**src/rtl/elevator_car_ctrl_pkg.sv**
```systemverilog
`default_nettype none
// ============================================================================
//  Module   : elevator_car_ctrl_pkg
//  Purpose  : Shared definitions for the elevator car-motion controller:
//             state encodings and travel-direction codes.
//  Revision : 1.0 - initial release
// ============================================================================
package elevator_car_ctrl_pkg;

    // Controller states (2-bit encoding)
    localparam logic [1:0] c_ST_IDLE      = 2'd0;
    localparam logic [1:0] c_ST_MOVE_UP   = 2'd1;
    localparam logic [1:0] c_ST_MOVE_DOWN = 2'd2;
    localparam logic [1:0] c_ST_DOOR      = 2'd3;

    // Remembered travel direction, used for SCAN-style preference
    localparam logic c_DIR_UP   = 1'b0;
    localparam logic c_DIR_DOWN = 1'b1;

endpackage
`default_nettype wire

```
**src/rtl/elevator_car_ctrl_tick_timer.sv**
```systemverilog
`default_nettype none
// ============================================================================
//  Module   : elevator_car_ctrl_tick_timer
//  Purpose  : Up-counter with synchronous clear and enable, and a terminal-
//             count compare. One instance is shared by the move and door
//             phases; the owner supplies the terminal value for each phase.
//  Ports    : clk10  - system tick clock
//             rst    - synchronous reset, active low
//             clear  - force count to zero (wins over enable)
//             enable - advance count by one
//             term   - terminal count to compare against
//             done   - count currently equals term
//  Revision : 1.0 - initial release
// ============================================================================
module elevator_car_ctrl_tick_timer #(
    parameter int CNT_W = 8
) (
    input  logic             clk10,
    input  logic             rst,
    input  logic             clear,
    input  logic             enable,
    input  logic [CNT_W-1:0] term,
    output logic             done
);

    logic [CNT_W-1:0] r_count;

    always_ff @(posedge clk10) begin
        if (!rst) begin
            r_count <= '0;
        end else if (clear) begin
            r_count <= '0;
        end else if (enable) begin
            r_count <= r_count + CNT_W'(1);
        end
    end

    assign done = (r_count == term);

endmodule
`default_nettype wire

```
**src/rtl/elevator_car_ctrl.sv**
```systemverilog
`default_nettype none
// ============================================================================
//  Module   : elevator_car_ctrl
//  Purpose  : Car-motion controller. Serves the latched call-lamp vector:
//             moves one floor per TRAVEL_TICKS, holds the door open for
//             DOOR_TICKS, and pulses clr[] so the lamp latch drops the
//             served floor. Direction preference follows SCAN.
//  Ports    : clk10     - 0.1 s system tick clock
//             rst       - synchronous reset, active low
//             light     - pending calls (one bit per floor, bit0 = ground)
//             floor     - current car position, one-hot
//             mv_up     - car travelling up
//             mv_down   - car travelling down
//             door_open - door open
//             clr       - one-cycle pulse clearing the call at that floor
//  Revision : 1.0 - initial release
// ============================================================================
module elevator_car_ctrl
    import elevator_car_ctrl_pkg::*;
#(
    parameter int N_FLOORS     = 3,
    parameter int TRAVEL_TICKS = 20,
    parameter int DOOR_TICKS   = 30,
    parameter int CNT_W        = 8
) (
    input  logic                clk10,
    input  logic                rst,
    input  logic [N_FLOORS-1:0] light,
    output logic [N_FLOORS-1:0] floor,
    output logic                mv_up,
    output logic                mv_down,
    output logic                door_open,
    output logic [N_FLOORS-1:0] clr
);

    localparam logic [CNT_W-1:0]    c_TRAVEL_TERM = CNT_W'(TRAVEL_TICKS - 1);
    localparam logic [CNT_W-1:0]    c_DOOR_TERM   = CNT_W'(DOOR_TICKS - 1);
    localparam logic [N_FLOORS-1:0] c_FLOOR_GND   = N_FLOORS'(1);

    logic [1:0]          r_state, w_state_nxt;
    logic [N_FLOORS-1:0] r_floor, w_floor_nxt;
    logic [N_FLOORS-1:0] r_clr,   w_clr_nxt;
    logic                r_dir,   w_dir_nxt;

    logic                w_tmr_clear, w_tmr_en, w_tmr_hit, w_tmr_done;
    logic [CNT_W-1:0]    w_tmr_term;

    logic                w_moving, w_arrive, w_decide;
    logic [N_FLOORS-1:0] w_eval_floor, w_below_mask, w_above_mask;
    logic                w_here, w_above, w_below, w_go_up, w_go_down;

    // Timer enable/terminal depend only on the current state, which keeps the
    // timer-done path free of any dependency on the next-state logic.
    assign w_moving   = (r_state == c_ST_MOVE_UP) || (r_state == c_ST_MOVE_DOWN);
    assign w_tmr_en   = w_moving || (r_state == c_ST_DOOR);
    assign w_tmr_term = (r_state == c_ST_DOOR) ? c_DOOR_TERM : c_TRAVEL_TERM;
    assign w_tmr_done = w_tmr_en && w_tmr_hit;
    assign w_arrive   = w_moving && w_tmr_done;

    // On arrival the decision is made against the floor being entered, so
    // consecutive hops chain without an idle cycle.
    always_comb begin
        w_eval_floor = r_floor;
        if (w_arrive && (r_state == c_ST_MOVE_UP)) begin
            w_eval_floor = r_floor << 1;
        end else if (w_arrive) begin
            w_eval_floor = r_floor >> 1;
        end
    end

    // One-hot minus one yields every bit below the car; the complement of
    // (floor | below) leaves every bit above it.
    assign w_below_mask = w_eval_floor - N_FLOORS'(1);
    assign w_above_mask = ~(w_eval_floor | w_below_mask);
    assign w_here       = |(light & w_eval_floor);
    assign w_below      = |(light & w_below_mask);
    assign w_above      = |(light & w_above_mask);

    // SCAN preference: keep going the remembered way while calls remain there.
    assign w_go_up   = w_above && ((r_dir == c_DIR_UP)   || !w_below);
    assign w_go_down = w_below && ((r_dir == c_DIR_DOWN) || !w_above);

    assign w_decide  = (r_state == c_ST_IDLE) || w_arrive;

    always_comb begin
        w_state_nxt = r_state;
        w_floor_nxt = w_eval_floor;
        w_dir_nxt   = r_dir;
        w_clr_nxt   = '0;
        w_tmr_clear = 1'b0;

        if (w_decide) begin
            w_tmr_clear = 1'b1;
            if (w_here) begin
                w_state_nxt = c_ST_DOOR;
                w_clr_nxt   = w_eval_floor;
            end else if (w_go_up) begin
                w_state_nxt = c_ST_MOVE_UP;
                w_dir_nxt   = c_DIR_UP;
            end else if (w_go_down) begin
                w_state_nxt = c_ST_MOVE_DOWN;
                w_dir_nxt   = c_DIR_DOWN;
            end else begin
                w_state_nxt = c_ST_IDLE;
            end
        end else if (r_state == c_ST_DOOR) begin
            // The lamp latch clears one cycle after a clr pulse, so 'here'
            // is only trusted when no pulse is in flight.
            if (w_here && (r_clr == '0)) begin
                w_clr_nxt   = r_floor;
                w_tmr_clear = 1'b1;
            end else if (w_tmr_done) begin
                w_state_nxt = c_ST_IDLE;
                w_tmr_clear = 1'b1;
            end
        end
    end

    always_ff @(posedge clk10) begin
        if (!rst) begin
            r_state <= c_ST_IDLE;
            r_floor <= c_FLOOR_GND;
            r_clr   <= '0;
            r_dir   <= c_DIR_UP;
        end else begin
            r_state <= w_state_nxt;
            r_floor <= w_floor_nxt;
            r_clr   <= w_clr_nxt;
            r_dir   <= w_dir_nxt;
        end
    end

    elevator_car_ctrl_tick_timer #(
        .CNT_W (CNT_W)
    ) u_timer (
        .clk10  (clk10),
        .rst    (rst),
        .clear  (w_tmr_clear),
        .enable (w_tmr_en),
        .term   (w_tmr_term),
        .done   (w_tmr_hit)
    );

    assign floor     = r_floor;
    assign mv_up     = (r_state == c_ST_MOVE_UP);
    assign mv_down   = (r_state == c_ST_MOVE_DOWN);
    assign door_open = (r_state == c_ST_DOOR);
    assign clr       = r_clr;

endmodule
`default_nettype wire
```
**config.mk**
```make
export PLATFORM = sky130hd
export DESIGN_NAME = elevator_car_ctrl
export DESIGN_NICKNAME = d
export VERILOG_FILES = /design/src/rtl/elevator_car_ctrl_pkg.sv /design/src/rtl/elevator_car_ctrl_tick_timer.sv /design/src/rtl/elevator_car_ctrl.sv
export SDC_FILE = /design/constraint.sdc
export NUM_CORES = 1
export LEC_CHECK = 0
export CAP_MARGIN = 5
export CORE_MARGIN = 2
export CORE_UTILIZATION = 54
export CTS_CLUSTER_DIAMETER = 40
export CTS_CLUSTER_SIZE = 16
export DETAILED_ROUTE_END_ITERATION = 7
export GPL_TIMING_DRIVEN = 0
export PLACE_DENSITY = 0.77
export SETUP_SLACK_MARGIN = 0.15
export SLEW_MARGIN = 30
export SYNTH_ARGS = -nofsm -noshare
export SYNTH_HDL_FRONTEND = slang
export SYNTH_SLANG_ARGS = --single-unit
```
**constraint.sdc**
```tcl
create_clock -name clk10 -period 3.39 [get_ports clk10]
set_input_delay 0.678 -clock clk10 [delete_from_list [all_inputs] [get_ports clk10]]
set_output_delay 0.678 -clock clk10 [all_outputs]
set_load 0.05 [all_outputs]
```
# Yosys cells after proc, flatten, opt, wreduce, memory -nomap -nowiden
# Cells that the tools add are included.
word_totals:
  regBits: 17
  inputBits: 5
  output_inout_bits: 9
op_classes:
  addsub: 2
  eq_ne: 5
  mux: 20
  bitwise_logic: 8
  n_reduce_logical: 24
ops:
  columns: ["cell", "count"]
  rows:
  - ["two-way mux 3 bit", 6]
  - ["two-way mux 2 bit", 7]
  - ["bitwise AND 3 bit", 3]
  - ["OR reduction 3 bit", 3]
  - ["adder 8 x 1 -> 8 bit (second input constant)", 1]
  - ["== test 8 x 5 -> 1 bit", 1]
  - ["logical AND 1 bit", 6]
  - ["two-way mux 1 bit", 6]
  - ["AND reduction 3 bit", 2]
  - ["nonzero test 2 bit", 3]
  - ["logical OR 1 bit", 5]
  - ["== test 2 bit (second input constant)", 2]
  - ["two-way mux 4 bit", 1]
  - ["zero test 3 bit", 1]
  - ["NOT 1 bit", 3]
  - ["NOT 3 bit", 1]
  - ["bitwise OR 3 bit", 1]
  - ["subtractor 3 x 1 -> 3 bit (second input constant)", 1]
  - ["== test 2 x 1 -> 1 bit (second input constant)", 1]
  - ["zero test 1 bit", 2]
  - ["zero test 2 bit", 1]
  - ["!= test 2 bit (second input constant)", 1]
  - ["OR reduction 2 bit", 1]

# Depth between registers and ports, before layout
depth:
  word_depth: 19
  depth_mapped: 9

# By module
# Synthesis repeated with hierarchy kept, for this count alone.
unflattened:
  cells_unflattened: 127
  hier_area_um2: 1068.5
by_module_without_submodules:
  columns: ["mod", "n_inst", "cells_per_inst", "area_per_inst_um2", "seq_area_each_um2"]
  rows:
  - ["elevator_car_ctrl", 1, 77, 634.4, 180.2]
  - ["elevator_car_ctrl_tick_timer", 1, 50, 434.2, 160.2]

# Least setup slack after synthesis
# OpenSTA, ideal clock, no wires.
synth_timing:
  kind: "register to register"
  start: "reg r_state[0]"
  end: "reg u_timer.r_count[0]"
  arrival_ns: 2.631
  required_ns: 3.265
  setup_slack_ns: 0.634
  path_stages_with_launch: 9
  path_cell_list: "dfxtp_1 -> ha_1 -> or4b_4 -> a2111o_1 -> buf_6 -> mux2i_4 -> o221a_2 -> o21ai_2 -> nor2_1"
synth_between:
  elab_chain_len: 14
synth_rtl:
  columns: ["element", "line_no", "rtl"]
  rows:
  - ["from (decl)", "elevator_car_ctrl.sv:40", "logic [1:0] r_state, w_state_nxt;"]
  - ["from (signal assigned)", "elevator_car_ctrl.sv:121", "r_state <= c_ST_IDLE;"]
  - ["from (signal assigned)", "elevator_car_ctrl.sv:126", "r_state <= w_state_nxt;"]
  - ["== test 2 bit *", null, null]
  - ["net door_open", "elevator_car_ctrl.sv:32", "output logic door_open,"]
  - ["two-way mux 4 bit", "elevator_car_ctrl.sv:56", "assign w_tmr_term = (r_state == c_ST_DOOR) ? c_DOOR_TERM : c_TRAVEL_TERM;"]
  - ["== test 8 x 5 -> 1 bit", "elevator_car_ctrl_tick_timer.sv:38", "assign done = (r_count == term);"]
  - ["logical AND 1 bit", "elevator_car_ctrl.sv:57", "assign w_tmr_done = w_tmr_en && w_tmr_hit;"]
  - ["logical AND 1 bit", "elevator_car_ctrl.sv:58", "assign w_arrive = w_moving && w_tmr_done;"]
  - ["two-way mux 3 bit or logical AND 1 bit (tied branches)", "elevator_car_ctrl.sv:66, elevator_car_ctrl.sv:64", null]
  - ["two-way mux 3 bit", "elevator_car_ctrl.sv:64", "if (w_arrive && (r_state == c_ST_MOVE_UP)) begin"]
  - ["bitwise AND 3 bit", "elevator_car_ctrl.sv:75", "assign w_here = |(light & w_eval_floor);"]
  - ["OR reduction 3 bit", "elevator_car_ctrl.sv:75", null]
  - ["logical AND 1 bit", "elevator_car_ctrl.sv:109", "if (w_here && (r_clr == '0)) begin"]
  - ["two-way mux 1 bit", "elevator_car_ctrl.sv:109", null]
  - ["two-way mux 1 bit", "elevator_car_ctrl.sv:106", "end else if (r_state == c_ST_DOOR) begin"]
  - ["two-way mux 1 bit", "elevator_car_ctrl.sv:92", "if (w_decide) begin"]
  - ["OR reduction 2 bit (no source line)", null, null]
  - ["to (signal assigned)", "elevator_car_ctrl_tick_timer.sv:34", "r_count <= r_count + CNT_W'(1);"]
  - ["to (decl)", "elevator_car_ctrl_tick_timer.sv:26", "logic [CNT_W-1:0] r_count;"]
# The timed path passes the listed nets; every way through them passes the cells marked *.
# A chain may end at the register's enable or synchronous reset.

# Final worst setup path
layout_timing:
  start: "reg r_state[0]"
  end: "reg u_timer.r_count[6]"
layout_between:
  elab_chain_len: 14
layout_rtl:
  columns: ["element", "line_no"]
  rows:
  - ["== test 2 bit (tied with other cells)", "elevator_car_ctrl.sv:55, elevator_car_ctrl.sv:56, elevator_car_ctrl.sv:106"]
  - ["two-way mux 4 bit or logical OR 1 bit (tied branches)", "elevator_car_ctrl.sv:56, elevator_car_ctrl.sv:54"]
  - ["== test 8 x 5 -> 1 bit or logical OR 1 bit (tied branches)", "elevator_car_ctrl_tick_timer.sv:38, elevator_car_ctrl.sv:55"]
  - ["logical AND 1 bit", "elevator_car_ctrl.sv:57"]
  - ["logical AND 1 bit", "elevator_car_ctrl.sv:58"]
  - ["two-way mux 3 bit or logical AND 1 bit (tied branches)", "elevator_car_ctrl.sv:66, elevator_car_ctrl.sv:64"]
  - ["two-way mux 3 bit", "elevator_car_ctrl.sv:64"]
  - ["bitwise AND 3 bit", "elevator_car_ctrl.sv:75"]
  - ["OR reduction 3 bit", "elevator_car_ctrl.sv:75"]
  - ["logical AND 1 bit", "elevator_car_ctrl.sv:109"]
  - ["two-way mux 1 bit", "elevator_car_ctrl.sv:109"]
  - ["two-way mux 1 bit", "elevator_car_ctrl.sv:106"]
  - ["two-way mux 1 bit", "elevator_car_ctrl.sv:92"]
  - ["OR reduction 2 bit (no source line)", null]
# Several ways; a longest one is shown, not always the timed one.

==> out/qor.txt <==
Outcome - complete, no violations
Synth cell count leaders - dfxtp_1, nor2_1, nand2_1
Port bufs - 12
F_max - 344.5 MHz
Routed Wire Length - 2601 µm
Total Routing Usage GR - 23.49%
Setup fix buffers added after clock tree synthesis - 0
First-pass GRT wire length - 4471 µm
Synth top area share - 29.03%
Post-DP HPWL - 2007 µm
RD Place Congestion - 0.8515
Clock root buffer - clkbuf_4
Synthesis-to-layout area growth - 15.48%
Power Dens Cells - 514.8 nW/µm²
Final net count - 160
Num CTS Buffers - 3
DR DRC count - 0
CP Launch Type - flip-flop
Final Slew Violations - 0
Hold-fix buffers, CTS - 0
Sinks on Clock Net - 17
Global route overflow - 0
FFs w/ async S/R, synth - 0%
Top FF cell, synth - dfxtp_1
Die ar. - 2560 µm²
Cell Rows - 16
CP top delay family - compound AO/OA/AOI/OAI gates
Post-route clock period utilization - 85.62%
CTS Buffer Depth - 2
CTS tree - done
WP data required - 3.58 ns
Avg WL per Cell - 14.78 µm
Finished layout cell area - 1354 µm²
Routed Antenna Nets - 0
Max stage delay on crit path - 0.57 ns
Slew HR - 60.01%
Mapped Nets - 143
Share of cells above drive strength 1 - 13.42%
CP Data Arrival Time - 3.09 ns
Die Y - 50.60 µm
Final Setup Violations - 0
Critical path fanouts, max - 8
Synth area leaders - dfxtp_1, ha_1, xor2_1
Initial antenna violation count - 0
Setup TNS - 0 ns
Leakage power - 0.5056 nW
Max Cap Viol - 0
Vias - 1045
RSZ-0062 raised after global routing - no
Maximum vdd drop - 418.2 µV
Critical path endpoint category - flip-flop
Unique cell type count in the Yosys netlist - 49
DR vias/cell - 5.938
Vias in the first global route - 963
Antenna diode count - 0
Largest net degree at the start of global routing - 11
Total power - 0.0006970 W
Post-synth EDFFs - 0
Fin crit period - 2.902 ns
Fin. Hold Viols - 0
Dpl cell area - 1326 µm²
Width of the die - 50.60 µm
Fillers - 168
CORE AREA - 2002 µm²
Post-CTS resize count - 0
1st-iter DRT viols - 24
Syn. warnings - 0
Synth Cell Area - 1172 µm²
Seq/Total Area, Yosys - 29.03%
Drt first pass iters - 4
Buf/Inv on CP - 1
Count leader, synth - dfxtp_1
Synth Area per Inst - 8.815 µm²
Cell taking the most area after synthesis - dfxtp_1
Gate Count Post-Synth - 133
Clock skew - 0.01183 ns
Clock-pin slew on the worst setup and hold paths - 0.12 ns
Clk Latency, worst-skew pair - 0.31 ns
Crit path max-delay cell type - or4b_4
Worst-path cell chain - inv_1 -> ha_1 -> or4b_4 -> a211oi_2 -> mux2_2 -> o221a_2 -> o21ai_2 -> nor2_1
Starting Density - 58.56%
#FFs+latches synth - 17
Slew @ Worst Pin - 0.5948 ns
WS Path Type - flip-flop to flip-flop
I/O pins - 14
Worst Hold Class - flip-flop to flip-flop
H-Tree Depth - 1
[power by group]
part           internal (W)  total [W]  switching (W)
registers          0.000218   0.000237      0.0000191
clock network     0.0000441   0.000120      0.0000754
logic              0.000125   0.000341       0.000216
total              0.000386   0.000697       0.000311
[stage by stage]
stage / std cells / setup WS [ns] / util [%] / hold WS (ns)
final: 176 / 0.4875 / 67.63 / 0.5509
after global routing: 176 / 0.2664 / 67.63 / 0.5731
after CTS: 176 / 0.4936 / 67.63 / 0.5561
after global placement: 172 / 0.5651 / 66.25 / 0.4898
after detailed placement: 172 / 0.5148 / 66.25 / 0.5384
after floorplan: 133 / 0.6338 / - / 0.4674
[state kept, by name (all words and copies together) (netlist names)]
name and flops:
r_dir 1, clr 3, u_timer.r_count 8, r_state 2, floor 3
[logic make-up after synthesis]
family                     Yosys count  share of synthesized area (%)
muxes                                7                          7.897
buffers and inverters               13                          4.803
and+or+nand+nor                     50                          23.80
DFF                                 17                          29.03
adders and majority gates            5                          5.336
xor gates and xnor gates             7                          5.230
AOI/OAI and AO/OA                   34                          23.91
[per-layer routing]
layer / vias up / GRT usage, % / routed length [µm]
li1: 517 / - / -
met1: 494 / 32.11 / 1279
met2: 24 / 34.65 / 1149
met3: 10 / 4.464 / 102
met4: 0 / 12.61 / 69
met5: - / 0 / 0
[placed cells by master, fill, tap and decap left out, types with 3 or more instances in the layout]
cell / count
clkdlybuf4s50_1: 12
nor2b_1: 4
mux2i_1: 3
nand2_1: 10
ha_1: 5
clkbuf_1: 5
inv_1: 7
clkbuf_4: 3
o21ai_0: 4
nand2b_1: 4
nand3_1: 3
dfxtp_1: 17
a21oi_1: 5
nor2_1: 12
xor2_1: 6
a21o_1: 3
[area by class of cell]
cell class	count	area [µm²]	area share, %
Multi-Input combinational cell	103	775.7	57.30
Sequential cell	17	340.3	25.14
Clock buffer	3	22.52	1.664
Inverter	7	26.28	1.941
Buffer	6	30.03	2.218
Tap cell	27	33.78	2.495
Timing Repair Buffer	12	120.1	8.872
Clock inverter	1	5.005	0.3697
[tightest hold or removal path, delay by kind of cell (launching register included)]
family	cells	cell delay, ns
flip-flops	1	0.36
AO/OA/AOI/OAI	2	0.17
[path summary, 6_finish.rpt]
kind | startpoint | end | slack (ns) | cells after the start
worst max-delay path | r_state[0] | u_timer.r_count[6] | 0.49 | 8
worst min-delay path | r_dir | r_dir | 0.55 | 2
worst max register to register | r_state[0] | u_timer.r_count[6] | 0.49 | 8
worst min register to register | r_dir | r_dir | 0.55 | 2
No activity file was read; power rests on OpenSTA's default activity.
